`config.mk`:
```
export PLATFORM = sky130hd
export DESIGN_NAME = imm_ext_pipe_flat
export DESIGN_NICKNAME = d
export VERILOG_FILES = /design/src/rtl/imm_ext_pipe_if.sv /design/src/rtl/imm_ext_pipe.sv /design/src/flat_wrapper.sv
export SDC_FILE = /design/constraint.sdc
export NUM_CORES = 1
export LEC_CHECK = 0
export ABC_CLOCK_PERIOD_IN_PS = 3400
export BUFFER_PORTS_ARGS = -buffer_cell sky130_fd_sc_hd__buf_2
export CAP_MARGIN = 20
export CELL_PAD_IN_SITES_DETAIL_PLACEMENT = 1
export CELL_PAD_IN_SITES_GLOBAL_PLACEMENT = 2
export CORE_MARGIN = 2
export CORE_UTILIZATION = 39
export CTS_BUF_LIST = sky130_fd_sc_hd__clkbuf_8
export DETAILED_ROUTE_END_ITERATION = 12
export PLACE_DENSITY = 0.8
export SYNTH_ARGS = -nofsm -noshare
export SYNTH_HDL_FRONTEND = slang
export SYNTH_SLANG_ARGS = --single-unit
```
`constraint.sdc`:
```
create_clock -name clk -period 3.4 [get_ports clk]
set_clock_uncertainty 0.05 [all_clocks]
set_input_delay 0.68 -clock clk [delete_from_list [all_inputs] [get_ports clk]]
set_output_delay 0.68 -clock clk [all_outputs]
set_load 0.02 [all_outputs]
```
`src/rtl/imm_ext_pipe_if.sv`:
```
// ============================================================================
// Module : imm_ext_pipe_if
// Brief  : Request/result handshake bundle for imm_ext_pipe.
// Rev    : 1.0  initial release
// ============================================================================
`default_nettype none

interface imm_ext_pipe_if #(
   parameter int IW = 16,
   parameter int OW = 32
) ();
   logic          in_valid;
   logic          in_ready;
   logic [IW-1:0] imm;
   logic [2:0]    eop;
   logic          out_valid;
   logic          out_ready;
   logic [OW-1:0] out_data;
   logic          out_ovf;
   logic          out_err;

   modport master (
      output in_valid, imm, eop, out_ready,
      input  in_ready, out_valid, out_data, out_ovf, out_err
   );

   modport slave (
      input  in_valid, imm, eop, out_ready,
      output in_ready, out_valid, out_data, out_ovf, out_err
   );
endinterface

`default_nettype wire

```
`src/rtl/imm_ext_pipe.sv`:
```
// ============================================================================
// Module : imm_ext_pipe
// Brief  : Immediate extender with a 2-entry result FIFO; optional request
//          counter enabled by macro IMM_EXT_PIPE_STATS_EN.
// Rev    : 1.0  initial release
// ============================================================================
`default_nettype none

module imm_ext_pipe #(
   parameter int IW = 16,
   parameter int OW = 32,
   parameter int SH = 2
) (
   input  logic          clk,
   input  logic          reset,
   imm_ext_pipe_if.slave bus
`ifdef IMM_EXT_PIPE_STATS_EN
   ,
   output logic [15:0]   op_count
`endif
);

   localparam logic [2:0] c_EOP_SEXT    = 3'd0;
   localparam logic [2:0] c_EOP_ZEXT    = 3'd1;
   localparam logic [2:0] c_EOP_TOP     = 3'd2;
   localparam logic [2:0] c_EOP_SEXT_SH = 3'd3;
   localparam logic [2:0] c_EOP_ZEXT_SH = 3'd4;

   logic [OW-1:0] w_sext;
   logic [OW-1:0] w_zext;
   logic          w_ovf_s;
   logic          w_ovf_z;
   logic [OW-1:0] w_res_data;
   logic          w_res_ovf;
   logic          w_res_err;

   assign w_sext = OW'($signed(bus.imm));
   assign w_zext = OW'(bus.imm);

   // Shifted-out bits are the top SH bits of the extended value.
   always_comb begin
      w_ovf_s = 1'b0;
      w_ovf_z = 1'b0;
      for (int i = OW - SH; i < OW; i++) begin
         if (w_sext[i] != w_sext[OW-1-SH]) w_ovf_s = 1'b1;
         if (w_zext[i]) w_ovf_z = 1'b1;
      end
   end

   always_comb begin
      w_res_data = '0;
      w_res_ovf  = 1'b0;
      w_res_err  = 1'b0;
      case (bus.eop)
         c_EOP_SEXT:    w_res_data = w_sext;
         c_EOP_ZEXT:    w_res_data = w_zext;
         c_EOP_TOP:     w_res_data = w_zext << (OW - IW);
         c_EOP_SEXT_SH: begin
            w_res_data = w_sext << SH;
            w_res_ovf  = w_ovf_s;
         end
         c_EOP_ZEXT_SH: begin
            w_res_data = w_zext << SH;
            w_res_ovf  = w_ovf_z;
         end
         default:       w_res_err = 1'b1;
      endcase
   end

   logic [OW-1:0] r_data [0:1];
   logic [1:0]    r_ovf;
   logic [1:0]    r_err;
   logic          r_wr;
   logic          r_rd;
   logic [1:0]    r_count;
   logic          r_rdy_en;
   logic          w_in_ready;
   logic          w_out_valid;
   logic          w_push;
   logic          w_pop;

   // r_rdy_en keeps in_ready low until the first edge after reset release.
   assign w_in_ready  = r_rdy_en & (r_count != 2'd2);
   assign w_out_valid = (r_count != 2'd0);
   assign w_push      = bus.in_valid & w_in_ready;
   assign w_pop       = w_out_valid & bus.out_ready;

   always_ff @(posedge clk or posedge reset) begin
      if (reset) begin
         r_data[0] <= '0;
         r_data[1] <= '0;
         r_ovf     <= '0;
         r_err     <= '0;
         r_wr      <= 1'b0;
         r_rd      <= 1'b0;
         r_count   <= 2'd0;
         r_rdy_en  <= 1'b0;
      end else begin
         r_rdy_en <= 1'b1;
         if (w_push) begin
            r_data[r_wr] <= w_res_data;
            r_ovf[r_wr]  <= w_res_ovf;
            r_err[r_wr]  <= w_res_err;
            r_wr         <= ~r_wr;
         end
         if (w_pop) r_rd <= ~r_rd;
         case ({w_push, w_pop})
            2'b10:   r_count <= r_count + 2'd1;
            2'b01:   r_count <= r_count - 2'd1;
            default: r_count <= r_count;
         endcase
      end
   end

   assign bus.in_ready  = w_in_ready;
   assign bus.out_valid = w_out_valid;
   assign bus.out_data  = w_out_valid ? r_data[r_rd] : '0;
   assign bus.out_ovf   = w_out_valid & r_ovf[r_rd];
   assign bus.out_err   = w_out_valid & r_err[r_rd];

`ifdef IMM_EXT_PIPE_STATS_EN
   logic [15:0] r_op_count;

   always_ff @(posedge clk or posedge reset) begin
      if (reset)       r_op_count <= 16'd0;
      else if (w_push) r_op_count <= r_op_count + 16'd1;
   end

   assign op_count = r_op_count;
`endif

endmodule

`default_nettype wire
```
`src/flat_wrapper.sv`:
```
// flat-port wrapper written by rule: the top's interface ports become plain ports
module imm_ext_pipe_flat 
#(
   parameter int IW = 16,
   parameter int OW = 32,
   parameter int SH = 2
)
  (clk, reset, bus_in_valid, bus_imm, bus_eop, bus_out_ready, bus_in_ready, bus_out_valid, bus_out_data, bus_out_ovf, bus_out_err);
  imm_ext_pipe_if #(.IW(IW), .OW(OW)) bus_i ();
  input  logic clk;
  input  logic reset;
  input wire logic [$bits(bus_i.in_valid)-1:0] bus_in_valid;
  input wire logic [$bits(bus_i.imm)-1:0] bus_imm;
  input wire logic [$bits(bus_i.eop)-1:0] bus_eop;
  input wire logic [$bits(bus_i.out_ready)-1:0] bus_out_ready;
  output wire logic [$bits(bus_i.in_ready)-1:0] bus_in_ready;
  output wire logic [$bits(bus_i.out_valid)-1:0] bus_out_valid;
  output wire logic [$bits(bus_i.out_data)-1:0] bus_out_data;
  output wire logic [$bits(bus_i.out_ovf)-1:0] bus_out_ovf;
  output wire logic [$bits(bus_i.out_err)-1:0] bus_out_err;
  assign bus_i.in_valid = bus_in_valid;
  assign bus_i.imm = bus_imm;
  assign bus_i.eop = bus_eop;
  assign bus_i.out_ready = bus_out_ready;
  assign bus_in_ready = bus_i.in_ready;
  assign bus_out_valid = bus_i.out_valid;
  assign bus_out_data = bus_i.out_data;
  assign bus_out_ovf = bus_i.out_ovf;
  assign bus_out_err = bus_i.out_err;
  imm_ext_pipe #(.IW(IW), .OW(OW), .SH(SH)) u_core (.clk(clk), .reset(reset), .bus(bus_i));
endmodule
```
---- Word level (Yosys, flattened, before mapping) ----
Cells that the tools add are included.
operators by class
  $add $sub $neg .......................... 2
  $lt $le $gt $ge ......................... 6
  equality and inequality tests ........... 7
  muxes and demuxes ....................... 17
  bitwise gates (word level) .............. 11
  reductions and logical operators ........ 6
operators by type and width
  cell                                                                    number
  32-bit 2-to-1 mux                                                       5
  32-bit case mux with 5 select lines                                     1
  64-bit bitwise mux                                                      1
  32-bit demux with 1-bit select                                          1
  3-bit by 2-bit equality test with 1-bit output (second input constant)  2
  1-bit 2-to-1 mux                                                        6
  1-bit bitwise AND                                                       5
  5-bit OR reduction                                                      1
  2-bit >= comparator (second input constant)                             2
  1-bit by 2-bit < comparator with 1-bit output (second input constant)   2
  1-bit inverter with 2-bit output                                        2
  2-bit case mux with 2 select lines                                      1
  2-bit nonzero test                                                      2
  3-bit by 1-bit equality test with 1-bit output (second input constant)  1
  3-bit equality test (second input constant)                             1
  3-bit logical NOT                                                       1
  2-bit by 1-bit adder with 2-bit output (second input constant)          1
  2-bit bitwise AND                                                       1
  2-bit bitwise mux                                                       1
  2-bit by 1-bit equality test with 1-bit output (second input constant)  1
  2-bit equality test (second input constant)                             1
  1-bit logical AND                                                       2
  2-bit by 1-bit < comparator with 1-bit output (second input constant)   1
  2-bit inequality test (second input constant)                           1
  other kinds (5)                                                         6
word-level totals
  register bits ........................... 73
  bits of input ports ..................... 23
  output and inout port bits .............. 36
  logic and storage cells ................. 57

---- Depth between registers and ports, before layout ----
Gate-level depths: netlist (run 1).
  depth after elaboration ................. 6
  mapped depth ............................ 7
  depth with buffers taken out ............ 7

---- Worst setup path after synthesis (run 1) ----
OpenSTA, ideal clock, no wires.
  path kind ............................... flip-flop to output port
  start point ............................. register u_core.r_count[0]
  end point ............................... output port bus_out_data[10]
  data arrival time ....................... 1.200 ns
  required time ........................... 2.670 ns
  slack ................................... 1.470 ns
  stages on the path, launching flop included .. 4
  buffers on the path ..................... 1
  cell sequence ........................... dfrtp_1 -> nor2_1 -> clkbuf_1 -> nor2_1
between the ends
  word-level cells in the longest chain between the ends .. 2
RTL lines
  item                      RTL line             RTL
  start: declaration        imm_ext_pipe.sv:75   logic [1:0] r_count;
  start signal: assignment  imm_ext_pipe.sv:108  2'b10: r_count <= r_count + 2'd1;
  start signal: assignment  imm_ext_pipe.sv:109  2'b01: r_count <= r_count - 2'd1;
  start signal: assignment  imm_ext_pipe.sv:110  default: r_count <= r_count;
  2-bit nonzero test        imm_ext_pipe.sv:84   assign w_out_valid = (r_count != 2'd0);
  32-bit 2-to-1 mux         imm_ext_pipe.sv:117  assign bus.out_data = w_out_valid ? r_data[r_rd] : '0;
  end: declaration          flat_wrapper.sv:18   output wire logic [$bits(bus_i.out_data)-1:0] bus_out_data;
Every way passes these cells.

---- Worst setup path in the final report (run 1) ----
  start point ............................. register u_core.r_rd
  end point ............................... output port bus_out_data[28]
between the ends
  word-level cells in the longest chain between the ends .. 5
RTL lines
  item                                                    RTL line             RTL
  start: declaration                                      imm_ext_pipe.sv:74   logic r_rd;
  start signal: assignment                                imm_ext_pipe.sv:106  if (w_pop) r_rd <= ~r_rd;
  1-bit inverter with 2-bit output (implied by the code)  imm_ext_pipe.sv:117
  32-bit 2-to-1 mux (implied by the code) (3 in series)   imm_ext_pipe.sv:117
  32-bit 2-to-1 mux                                       imm_ext_pipe.sv:117
Every way passes these cells. The select of a mux whose other input is x is not followed.

==> results summary, run 1 <==
The flow ran to the end, and the final reports show no timing, DRC or antenna violations. For met3 alone, demand over resource in global routing was 0.03008. The maximum fanout along the worst path came out at 24. The overall routed net length came out at 9.752 mm. The cell taking the most area after synthesis is dfrtp_1. Of the cells placed in the final design, the portion with a size suffix greater than 1 is 0.3557. The wire length of the first global-routing pass came out at 16.08 mm. The number of maximum-capacitance violations came out at 0. The sequential element share of the synthesized area came out at 0.4641. Setup violations remaining at the end of the flow were counted as 0. The HPWL reported at the end of detailed placement is 6.782 mm. In the finished design, the share of the clock period the worst path needs comes to 0.7348. The worst setup path is captured at an output port. The arrival time of the worst setup path came out at 1.77 ns.

The cell sitting at the root of the clock tree is a clkbuf_8. The hold buffer count at CTS came out at 0. The via count of the first global-routing pass is 2954. On the critical path the largest part of the delay comes from flip-flops. Among all flip-flop cells after synthesis, the most frequent one is dfrtp_1.

The detailed router finished its first iteration with 99 violations. Measured along the y axis, the die boundary spans 104.5 um. The count of input and output buffers is 58. The starting utilization of the core area came out at 0.4027. The detailed-router iteration count before antenna repair came out at 4. The buffer count from post-CTS setup fixing is 0. The maximum level of the CTS H-tree is 3. The portion of synthesized cell area occupied by the leading cell type came out at 0.4641. In the global route stage, met1 resource usage came out at 0.2553. Gates resized during post-CTS repair numbered 0. The overall overflow remaining after global route came out at 0. The classification of the worst-slack hold path is in2async. Traced cell by cell, the critical path runs through buf_12 -> mux2i_1 -> nor2_1 -> buf_2.

Based on the critical path, the design can be clocked at up to 0.4003 GHz. The number of enable-type register cells in the synthesized netlist is 0. The die width is 104.5 um. By startpoint and endpoint, the worst setup path is classified as reg2out. Counting flops and latches in the post-synthesis netlist gives 73. The overall routing resource usage is 0.1862. The worst hold slack came out at 0.4277 ns. On the worst path, the slowest cell contributes a delay of 0.63 ns. The core area is 9774 sq um. The clock latency on the worst-skew pair is 0.34 ns. The number of buffers on the longest clock path is 2. The slew at the pin closest to its max-slew limit is 0.9337 ns. The congestion estimate from routability-driven global placement came to 0.7431.

The number of antenna diodes is 0. The worst setup path is launched from a flop. Sorting the synthesized cells by area gives the leading types as dfrtp_1, mux2_2, mux2i_1. The reported leakage power came out at 2.179 nW. Setup repair after global routing left no endpoint under its margin. Entering global routing, the biggest net connects 39 pins. The cell row count came out at 36.

The number of top-level pins is 59. The die footprint came out at 10910 sq um. The total clock buffers created by CTS came out at 9.

The clock-pin slew reported for the worst setup and hold paths after clock tree synthesis came out at 0.08 ns. The number of clock sinks seen by CTS is 73. In the routed design, unresolved DRC markers number 0. The hold violation count in the final report came out at 0. The post-detailed-route count of antenna-violating nets came out at 0.

The critical path contains buffers and inverters numbering 2 combined. The total power density per cell area is 846.3 nW/um^2. The critical path data required time is 2.67 ns.

The netlist area before placement is 3936 sq um. The gate count after technology mapping came out at 336. The final max-slew violation count came out at 0.

The met2 global-route usage is 0.2955. The area growth from synthesis to layout is 14.88%. The synthesized netlist contains 47 unique library cells. The post-synthesis net count came out at 360.

Dividing the detail-routed wire length by the instance count gives 18.72 um. The average footprint of a synthesized cell came out at 11.72 sq um. The net count of the finished layout came out at 407. The initial antenna violation count is 0. For this run, the number of Yosys warnings is 0. The via density per instance came out at 5.417.

Among all stages on the critical path, the largest delay is contributed by dfrtp_2. The shortest clock period the worst path allows after layout came out at 2.498 ns. The async set-or-reset flop fraction in the synthesized netlist is 1.000. The commonest cells after synthesis are dfrtp_1, mux2_2, nor2_1, mux2i_1, o2bb2ai_1.

The highest ir drop seen on vdd is 0.3632 mV. The clock tree from TritonCTS is built. The final-layout setup total negative slack came out at 0 ns. The detailed router placed 2822 vias in this run.

The most common cell in the synthesized netlist is dfrtp_1. The worst slew slack as a fraction of its limit came out at 0.3752. met2 is the most crowded layer.
## cells by family after synthesis
| group | synth area share |
|---|---|
| AOI/OAI and AO/OA | 0.1221 |
| other | 0.0009527 |
| muxes | 0.2374 |
| buffers and inverters | 0.04196 |
| and+or+nand+nor | 0.1214 |
| adders and majority gates | 0.003178 |
| DFF | 0.4641 |
| xor gates and xnor gates | 0.008902 |
## where the power goes
group          internal (mW)  switching [mW]
Combinational          0.743           0.913
Clock                  0.354           0.335
Sequential              1.23           0.250
## registers in the layout, indices dropped and copies added, names as in the netlist
register         flops
u_core.r_count       2
u_core.r_rdy_en      1
u_core.r_wr          1
u_core.r_ovf         2
u_core.r_data       64
u_core.r_rd          1
u_core.r_err         2
## layout by cell type, fill, tap and decap left out, types with 2 or more instances in the layout
master,Yosys,final
o2bb2ai_1,26,26
o21ai_0,2,2
clkinvlp_4,0,2
and2_1,7,7
buf_12,0,2
or4_4,2,2
clkinv_2,0,2
mux2_1,4,4
a221o_1,12,12
nor2_1,37,36
xor2_1,2,2
xnor2_1,2,2
inv_2,1,2
clkbuf_8,0,10
mux2_2,47,47
nor3b_1,2,2
inv_1,2,2
mux2i_1,36,36
buf_2,14,58
dfrtp_1,73,72
nor4bb_1,12,12
buf_4,3,5
a21oi_1,14,14
nand2_1,3,3
## area by class of cell
cell class              instances  area, sq um
flip-flops and latches         73         1828
fillers                      1089         5253
inverters                       3        11.26
repair buffers                 65        367.9
well taps                     133        166.4
multi-input cells             231         1952
clock buffers                  10        137.6
clock inverters                 6        58.81
## per-stage QoR
stage | utilization | instances | power, mW | setup slack (ns) | instance area, sq um
6_report | 0.4626 | 521 | 3.827 | 0.9016 | 4522
5_1_grt | 0.4626 | 521 | 4.082 | 0.8148 | 4522
4_1_cts | 0.4626 | 521 | 3.884 | 0.8627 | 4522
3_5_place_dp | 0.4425 | 505 | 3.187 | 1.093 | 4325
3_3_place_gp | 0.4425 | 505 | 3.122 | 1.122 | 4325
2_1_floorplan | - | 336 | 2.658 | 0.8167 | 3936
## layer usage
metal	part of all wire	routed length [um]	vias up
li1	-	-	1328
met1	0.48	4701	1432
met2	0.48	4633	50
met3	0.027	268	12
met4	0.015	149	0
met5	0	0	-
## worst register-to-register path: cells and delay by family (launching register included)
kind	cells	cell delay (ns)
multiplexers	1	0.38
flip-flops	1	0.46
buffers and inverters	1	0.37
AND/OR/NAND/NOR	2	0.66
## path summary, 6_finish.rpt
kind                            cells after the start              start                 to  slack (ns)
worst min register to register                      1    u_core.r_ovf[1]    u_core.r_ovf[1]        0.44
min in group clk                                    1    u_core.r_ovf[1]    u_core.r_ovf[1]        0.44
max in group asynchronous                           3              reset   u_core.r_data[3]        2.19
worst min-delay path                                2              reset   u_core.r_data[6]        0.43
worst max register to register                      4  u_core.r_count[0]  u_core.r_data[15]        1.38
worst max-delay path                                4        u_core.r_rd   bus_out_data[28]        0.90
Power figures use the tool's default switching activity.
==> inputs of run 2 (changes only) <==
--- a/config.mk
+++ b/config.mk
@@ -5,16 +5,16 @@
 export SDC_FILE = /design/constraint.sdc
 export NUM_CORES = 1
 export LEC_CHECK = 0
-export ABC_CLOCK_PERIOD_IN_PS = 3400
+export ABC_CLOCK_PERIOD_IN_PS = 2090
 export BUFFER_PORTS_ARGS = -buffer_cell sky130_fd_sc_hd__buf_2
 export CAP_MARGIN = 20
 export CELL_PAD_IN_SITES_DETAIL_PLACEMENT = 1
 export CELL_PAD_IN_SITES_GLOBAL_PLACEMENT = 2
 export CORE_MARGIN = 2
-export CORE_UTILIZATION = 39
+export CORE_UTILIZATION = 35
 export CTS_BUF_LIST = sky130_fd_sc_hd__clkbuf_8
 export DETAILED_ROUTE_END_ITERATION = 12
-export PLACE_DENSITY = 0.8
+export PLACE_DENSITY = 0.75
 export SYNTH_ARGS = -nofsm -noshare
 export SYNTH_HDL_FRONTEND = slang
 export SYNTH_SLANG_ARGS = --single-unit
==> constraint.sdc (replaced) <==
create_clock -name clk -period 2.09 [get_ports clk]
set_clock_uncertainty 0.05 [all_clocks]
set_input_delay 0.418 -clock clk [delete_from_list [all_inputs] [get_ports clk]]
set_output_delay 0.418 -clock clk [all_outputs]
set_load 0.02 [all_outputs]
==> results summary, run 2 (synthesis gave the netlist of run 1 again) <==
The most common cell after layout, fill and taps aside is dfrtp_1 (unchanged). The final worst-path cycle share is 0.9343. The global placer's final weighted congestion is 0.7923 (was 0.7431). The highest ir drop seen on vdd came to 0.6378 mV (was 0.3632 mV).

The largest register by flop count was u_core.r_data (unchanged). The cell area after placement is 4393 sq um (was 4325 sq um). The slew at the pin closest to its max-slew limit is 0.7331 ns (was 0.9337 ns). The initial antenna violation count was 0 (unchanged). The pin count of the biggest net entering global routing was 74 (was 39). The vertical extent of the die is 110.1 um (was 104.5 um).

The detailed-routing wirelength on met1 was 4.731 mm (was 4.701 mm). The post-detailed-route count of antenna-violating nets came to 0 (unchanged). The via count was 2894 (was 2822). The number of top-level pins came out at 59 (unchanged).

The critical path endpoint category is an output port (unchanged). The net count of the finished layout came out at 416 (was 407). Unrepaired setup endpoints after global routing: false (unchanged). The clock latency on the worst-skew pair came out at 0.34 ns (about the same). The area of combinational cells with multiple inputs is 1952 sq um (unchanged). The count of placed standard cells including taps came out at 521 (was 505).

The root buffer cell is clkbuf_8 (unchanged). The combinational share of power is 0.439 (was 0.433). The setup violation total in the final timing report is 0 (unchanged). The cell row count is 38 (was 36). The shortest clock period the worst path allows after layout is 1.953 ns. The type of the worst setup path is reg2out (unchanged). The via count of the first global-routing pass came out at 3067 (was 2954). The number of flip-flops under the largest register name came out at 64 (unchanged).

The maximum level of the CTS H-tree is 3 (unchanged). The overall power came to 6.356 mW (was 3.827 mW). The post-synthesis to final-layout area growth came out at 17.55% (was 14.88%). The register share of total power is 0.369 (was 0.387). The internal power summed over all cells came out at 3.944 mW (was 2.329 mW). The detailed route wirelength on metal2 is 4.648 mm (was 4.633 mm). The classification of the worst-slack hold path was in2async (unchanged). The starting utilization of the core area is 0.3615 (was 0.4027).

The number of design-rule violations left by the first detailed-router iteration came to 65 (was 99). The detailed-router iteration count before antenna repair came out at 4 (unchanged). The fraction of power consumed by the clock network is 0.192 (was 0.180). The number of maximum-capacitance violations is 0 (unchanged). The buffer count from post-CTS setup fixing came to 0 (unchanged). The number of remaining DRC errors is 0 (unchanged). The highest layer used for signal routing is met4 (unchanged). The overall routed net length is 9.890 mm (was 9.752 mm). The net load switching power is 2.413 mW (was 1.498 mW). The worst hold slack is 0.1229 ns (was 0.4277 ns). The net switching share of the total power is 0.3796 (was 0.3915).

The sequential cell area came to 1828 sq um (unchanged). Commonest cells after routing, fill and taps aside: dfrtp_1, buf_2, mux2_2 (unchanged). The clock tree from TritonCTS was built (unchanged). The hold buffer count at CTS was 0 (unchanged). The detailed-route wire length per cell was 18.42 um (was 18.72 um). The total power density per cell area is 1374 nW/um^2 (was 846.3 nW/um^2). The post-route cell area is 4627 sq um (was 4522 sq um). The hold violation count in the final report came out at 0 (unchanged). The overall routing resource usage is 0.1776 (was 0.1862). The core area is 10890 sq um (was 9774 sq um). The number of clock sinks seen by CTS is 73 (unchanged). Run status: finished, final reports clean (unchanged). The number of buffers on the longest clock path is 2 (unchanged).

The number of antenna diodes came out at 0 (unchanged). The number of gates resized after CTS came to 0 (unchanged). The final-layout setup total negative slack is 0 ns (unchanged). The HPWL reported at the end of detailed placement is 6.964 mm (was 6.782 mm).

The reported leakage power is 2.236 nW (was 2.179 nW). The maximum fanout along the worst path came out at 17 (was 24). The total clock buffers created by CTS came out at 9 (unchanged). The wire length of the first global-routing pass is 16.21 mm (was 16.08 mm).

The clock-pin slew reported for the worst setup and hold paths after clock tree synthesis is 0.08 ns (about the same). The die width is 110.1 um (was 104.5 um). The routed wire length on met3 came out at 420 um (was 268 um). The overall overflow remaining after global route was 0 (unchanged). The count of input and output buffers is 58 (unchanged).

The via density per instance was 5.389 (was 5.417). Based on the critical path, the design can be clocked at up to 0.5121 GHz. The fraction of layout instances using a drive strength above 1 is 0.3703 (was 0.3557). The number of inserted filler cells in the final layout came out at 1170 (was 1089).

The worst slew slack as a fraction of its limit came out at 0.5092 (was 0.3752). The count of non-filler cells in the finished layout was 537 (was 521). The die footprint came out at 12110 sq um (was 10910 sq um). The arrival time of the worst setup path came out at 1.48 ns (was 1.77 ns). The critical path data required time is 1.62 ns (was 2.67 ns). The startpoint type of the worst setup path is a flop (unchanged). The final max-slew violation count came out at 0 (unchanged).
-- run 2: power by group through the flow --
stage | clock network, mW | logic, mW | registers [mW]
floorplan | 0 | 2.06 | 2.26
global placement | 0 | 2.78 | 2.33
detailed placement | 0 | 2.83 | 2.37
CTS | 1.26 | 2.85 | 2.34
global route | 1.31 | 3.08 | 2.43
finish | 1.22 | 2.79 | 2.34
-- run 2: final timing paths --
| path | startpoint | endpoint | slack [ns] | cells after the start |
|---|---|---|---|---|
| worst max-delay path | u_core.r_rd | bus_out_data[29] | 0.14 | 4 |
| worst min-delay path | reset | u_core.r_data[38] | 0.12 | 3 |
| worst max register to register | u_core.r_count[1] | u_core.r_data[48] | 0.40 | 4 |
| worst min register to register | u_core.r_ovf[0] | u_core.r_ovf[0] | 0.44 | 1 |
| max in group asynchronous | reset | u_core.r_rd | 1.55 | 3 |
| min in group clk | bus_out_ready | u_core.r_rd | 0.35 | 3 |
-- run 2: per-layer routing --
metal	vias to the layer above	global-route usage
li1	1358	-
met1	1462	0.2412
met2	68	0.2875
met3	6	0.04056
met4	0	0.04340
met5	-	0
-- run 2: through the flow --
step                setup WS [ns]    util
finish                     0.1374  0.4250
global route             0.004104  0.4250
floorplan                  0.2509       -
detailed placement         0.1660  0.4035
global placement           0.1942  0.4035
CTS                       0.03986  0.4243
-- run 2: cell type report --
type | instances | area share
clock inverters | 2 | 0.007301
inverters | 3 | 0.003245
clock buffers | 14 | 0.04164
multi-input cells | 231 | 0.4218
flip-flops and latches | 73 | 0.3951
well taps | 140 | 0.03786
repair buffers | 74 | 0.09302
-- run 2: critical path, stage by stage, from the launching register on --
cell	delay (ns)
dfrtp_2	0.38
buf_6	0.24
mux2i_1	0.30
nor2_1	0.06
buf_2	0.16
==> inputs of run 3 (changes only) <==
--- a/config.mk
+++ b/config.mk
@@ -15,6 +15,7 @@
 export CTS_BUF_LIST = sky130_fd_sc_hd__clkbuf_8
 export DETAILED_ROUTE_END_ITERATION = 12
 export PLACE_DENSITY = 0.75
+export SETUP_SLACK_MARGIN = 0.3
 export SYNTH_ARGS = -nofsm -noshare
 export SYNTH_HDL_FRONTEND = slang
 export SYNTH_SLANG_ARGS = --single-unit
==> results summary, run 3 (synthesis gave the netlist of run 1 again) <==
Run status: finished, final reports clean (unchanged). The net switching share of the total power came out at 0.3662 (was 0.3796). The fraction of layout instances using a drive strength above 1 was 0.4183 (was 0.3703). The shortest clock period the worst path allows after layout came out at 1.962 ns (was 1.953 ns). The number of antenna diodes was 0 (unchanged). The global placer's final weighted congestion came to 0.7364 (was 0.7923). The fmax is 0.5096 GHz (was 0.5121 GHz). The hold violation count in the final report is 0 (unchanged).

The critical path endpoint category is an output port (unchanged). The most common cell after layout, fill and taps aside is dfrtp_1 (unchanged). The cell row count is 38 (unchanged). The number of buffers on the longest clock path is 2 (unchanged). The terminus of the critical flop-to-flop path is u_core.r_data[6] (was u_core.r_data[48]). The HPWL reported at the end of detailed placement is 7.265 mm (was 6.964 mm). The die footprint is 12110 sq um (unchanged). The largest register by flop count is u_core.r_data (unchanged). The clock latency on the worst-skew pair is 0.34 ns (about the same). The post-detailed-route count of antenna-violating nets came out at 0 (unchanged).

The number of clock sinks seen by CTS is 73 (unchanged). The wire length of the first global-routing pass is 16.79 mm (was 16.21 mm). The sequential cell area came out at 1831 sq um (was 1828 sq um). The reported leakage power came out at 2.312 nW (was 2.236 nW). The root buffer cell is clkbuf_8 (unchanged). The clock tree from TritonCTS was built (unchanged). The net load switching power is 2.657 mW (was 2.413 mW).

The count of input and output buffers is 58 (unchanged). The via count of the first global-routing pass was 3164 (was 3067). The combinational share of power came out at 0.483 (was 0.439). The worst path setup slack after routing is 0.1279 ns (was 0.1374 ns).

The net count of the finished layout was 423 (was 416). The depth of the most critical reg-to-reg path was 5 (was 4). The total clock buffers created by CTS came out at 9 (unchanged).

The delay of the slowest cell on the worst path came to 0.42 ns (was 0.38 ns). The via count is 2925 (was 2894). The maximum fanout along the worst path is 7 (was 17).

The setup violation total in the final timing report is 0 (unchanged). The fraction of power consumed by the clock network is 0.187 (was 0.192). The critical path data required time was 1.62 ns (about the same). The worst slew slack as a fraction of its limit is 0.5992 (was 0.5092).

The die width is 110.1 um (unchanged). The classification of the worst-slack hold path is in2async (unchanged). The detailed-route wire length per cell came to 19.41 um (was 18.42 um).

Critical path, cell by cell: buf_12 -> buf_12 -> mux2i_4 -> nor2_1 -> buf_4 (was buf_6 -> mux2i_1 -> nor2_1 -> buf_2). The slack of the worst reg-to-reg path is 0.36 ns (was 0.40 ns). The number of remaining DRC errors is 0 (unchanged). The setup slack after placement is 0.09951 ns (was 0.1660 ns). The number of flip-flops under the largest register name was 64 (unchanged). The pin count of the biggest net entering global routing came out at 27 (was 74). The overall overflow remaining after global route came out at 0 (unchanged). The number of inserted filler cells in the final layout was 1167 (was 1170).

The launch point of the worst reg-to-reg path is u_core.r_count[0] (was u_core.r_count[1]). The number of design-rule violations left by the first detailed-router iteration came to 100 (was 65). The overall routed net length is 10.56 mm (was 9.890 mm). The clock-pin slew reported for the worst setup and hold paths after clock tree synthesis came out at 0.08 ns (about the same).

The initial antenna violation count is 0 (unchanged). The number of top-level pins is 59 (unchanged). The slew at the pin closest to its max-slew limit was 0.5999 ns (was 0.7331 ns). The startpoint type of the worst setup path is a flop (unchanged). The final-layout setup total negative slack was 0 ns (unchanged). The core area is 10890 sq um (unchanged).

The post-synthesis to final-layout area growth is 26.35% (was 17.55%). The type of the worst setup path is reg2out (unchanged). The internal power summed over all cells is 4.598 mW (was 3.944 mW). Unrepaired setup endpoints after global routing: true (was false). The overall routing resource usage came out at 0.1810 (was 0.1776). The final worst-path cycle share was 0.9388 (was 0.9343). By instance count, the cell type seen most on the critical path is buf_12. The number of maximum-capacitance violations is 0 (unchanged). The detailed-router iteration count before antenna repair is 4 (unchanged). The slowest cell on the critical path was dfrtp_2 (unchanged).

The area of combinational cells with multiple inputs is 2033 sq um (was 1952 sq um). The arrival time of the worst setup path came to 1.49 ns (was 1.48 ns). Commonest cells after routing, fill and taps aside: dfrtp_1, mux2_2, buf_4 (was dfrtp_1, buf_2, mux2_2). The vertical extent of the die was 110.1 um (unchanged). The via density per instance came out at 5.377 (was 5.389). The maximum level of the CTS H-tree is 3 (unchanged).

The register share of total power came out at 0.330 (was 0.369). The total power density per cell area came out at 1459 nW/um^2 (was 1374 nW/um^2). The final max-slew violation count is 0 (unchanged). The highest ir drop seen on vdd is 0.6388 mV (was 0.6378 mV). The starting utilization of the core area was 0.3615 (unchanged).
## run 3: changes by cell type in the layout (fill, tap and decap cells not counted), moves of 4 or more
cell,previous run,this run
mux2i_1,36,28
buf_12,1,7
clkbuf_8,14,10
mux2i_2,0,5
buf_2,58,28
buf_4,13,40
## run 3: how the worst max path moves through the flow
stage                            from                end  depth (start not counted)
global placement           bus_eop[0]  u_core.r_data[57]                          5
CTS                       u_core.r_rd   bus_out_data[28]                          4
global route              u_core.r_rd   bus_out_data[22]                          5
detailed placement         bus_eop[0]  u_core.r_data[52]                          5
finish                    u_core.r_rd   bus_out_data[22]                          5
floorplan           u_core.r_count[0]  u_core.r_count[1]                          6
## run 3: power groups by stage
stage,Sequential (mW),Clock (mW),Combinational [mW]
final,2.40,1.35,3.50
after global routing,2.47,1.44,3.78
after CTS,2.39,1.38,3.10
after detailed placement,2.42,0,2.86
after global placement,2.39,0,2.80
after floorplan,2.26,0,2.07
## run 3: layer usage
metal | part of all wire | vias to the layer above | track usage
met5 | 0 | - | 0
met1 | 0.48 | 1490 | 0.2430
met3 | 0.037 | 6 | 0.03645
li1 | - | 1372 | -
met4 | 0.0056 | 0 | 0.02712
met2 | 0.48 | 57 | 0.3081
## run 3: what timing repair did
action / in CTS / in global routing
hold buffers: 0 / 0
pin swaps: 2 / 0
cloned: 0 / 2
resized for setup: 16 / 41
setup endpoints to repair: 35 / 73
setup buffers: 6 / 1
## run 3: cell type report
type                            count  area share
Clock inverter                      6     0.02138
Multi-Input combinational cell    231      0.4088
Clock buffer                       10     0.02767
Tap cell                          140     0.03522
Inverter                            3    0.003019
Sequential cell                    73      0.3681
Timing Repair Buffer               81      0.1358
## run 3: critical path, delay by kind of cell, from the launching register on
family | cells | cell delay (ns)
mux | 1 | 0.19
buf+inv | 3 | 0.45
simple gates | 1 | 0.09
flops | 1 | 0.42
## run 3: per-stage QoR
step | hold slack (ns) | cell area [sq um] | cells | utilization | power, mW
detailed placement | 0.4268 | 4428 | 519 | 0.4067 | 5.275
global route | 0.1130 | 4974 | 544 | 0.4568 | 7.696
CTS | 0.1035 | 4773 | 541 | 0.4384 | 6.868
global placement | 0.4207 | 4428 | 519 | 0.4067 | 5.188
finish | 0.09194 | 4974 | 544 | 0.4568 | 7.255
floorplan | 0.4028 | 3943 | 336 | - | 4.329
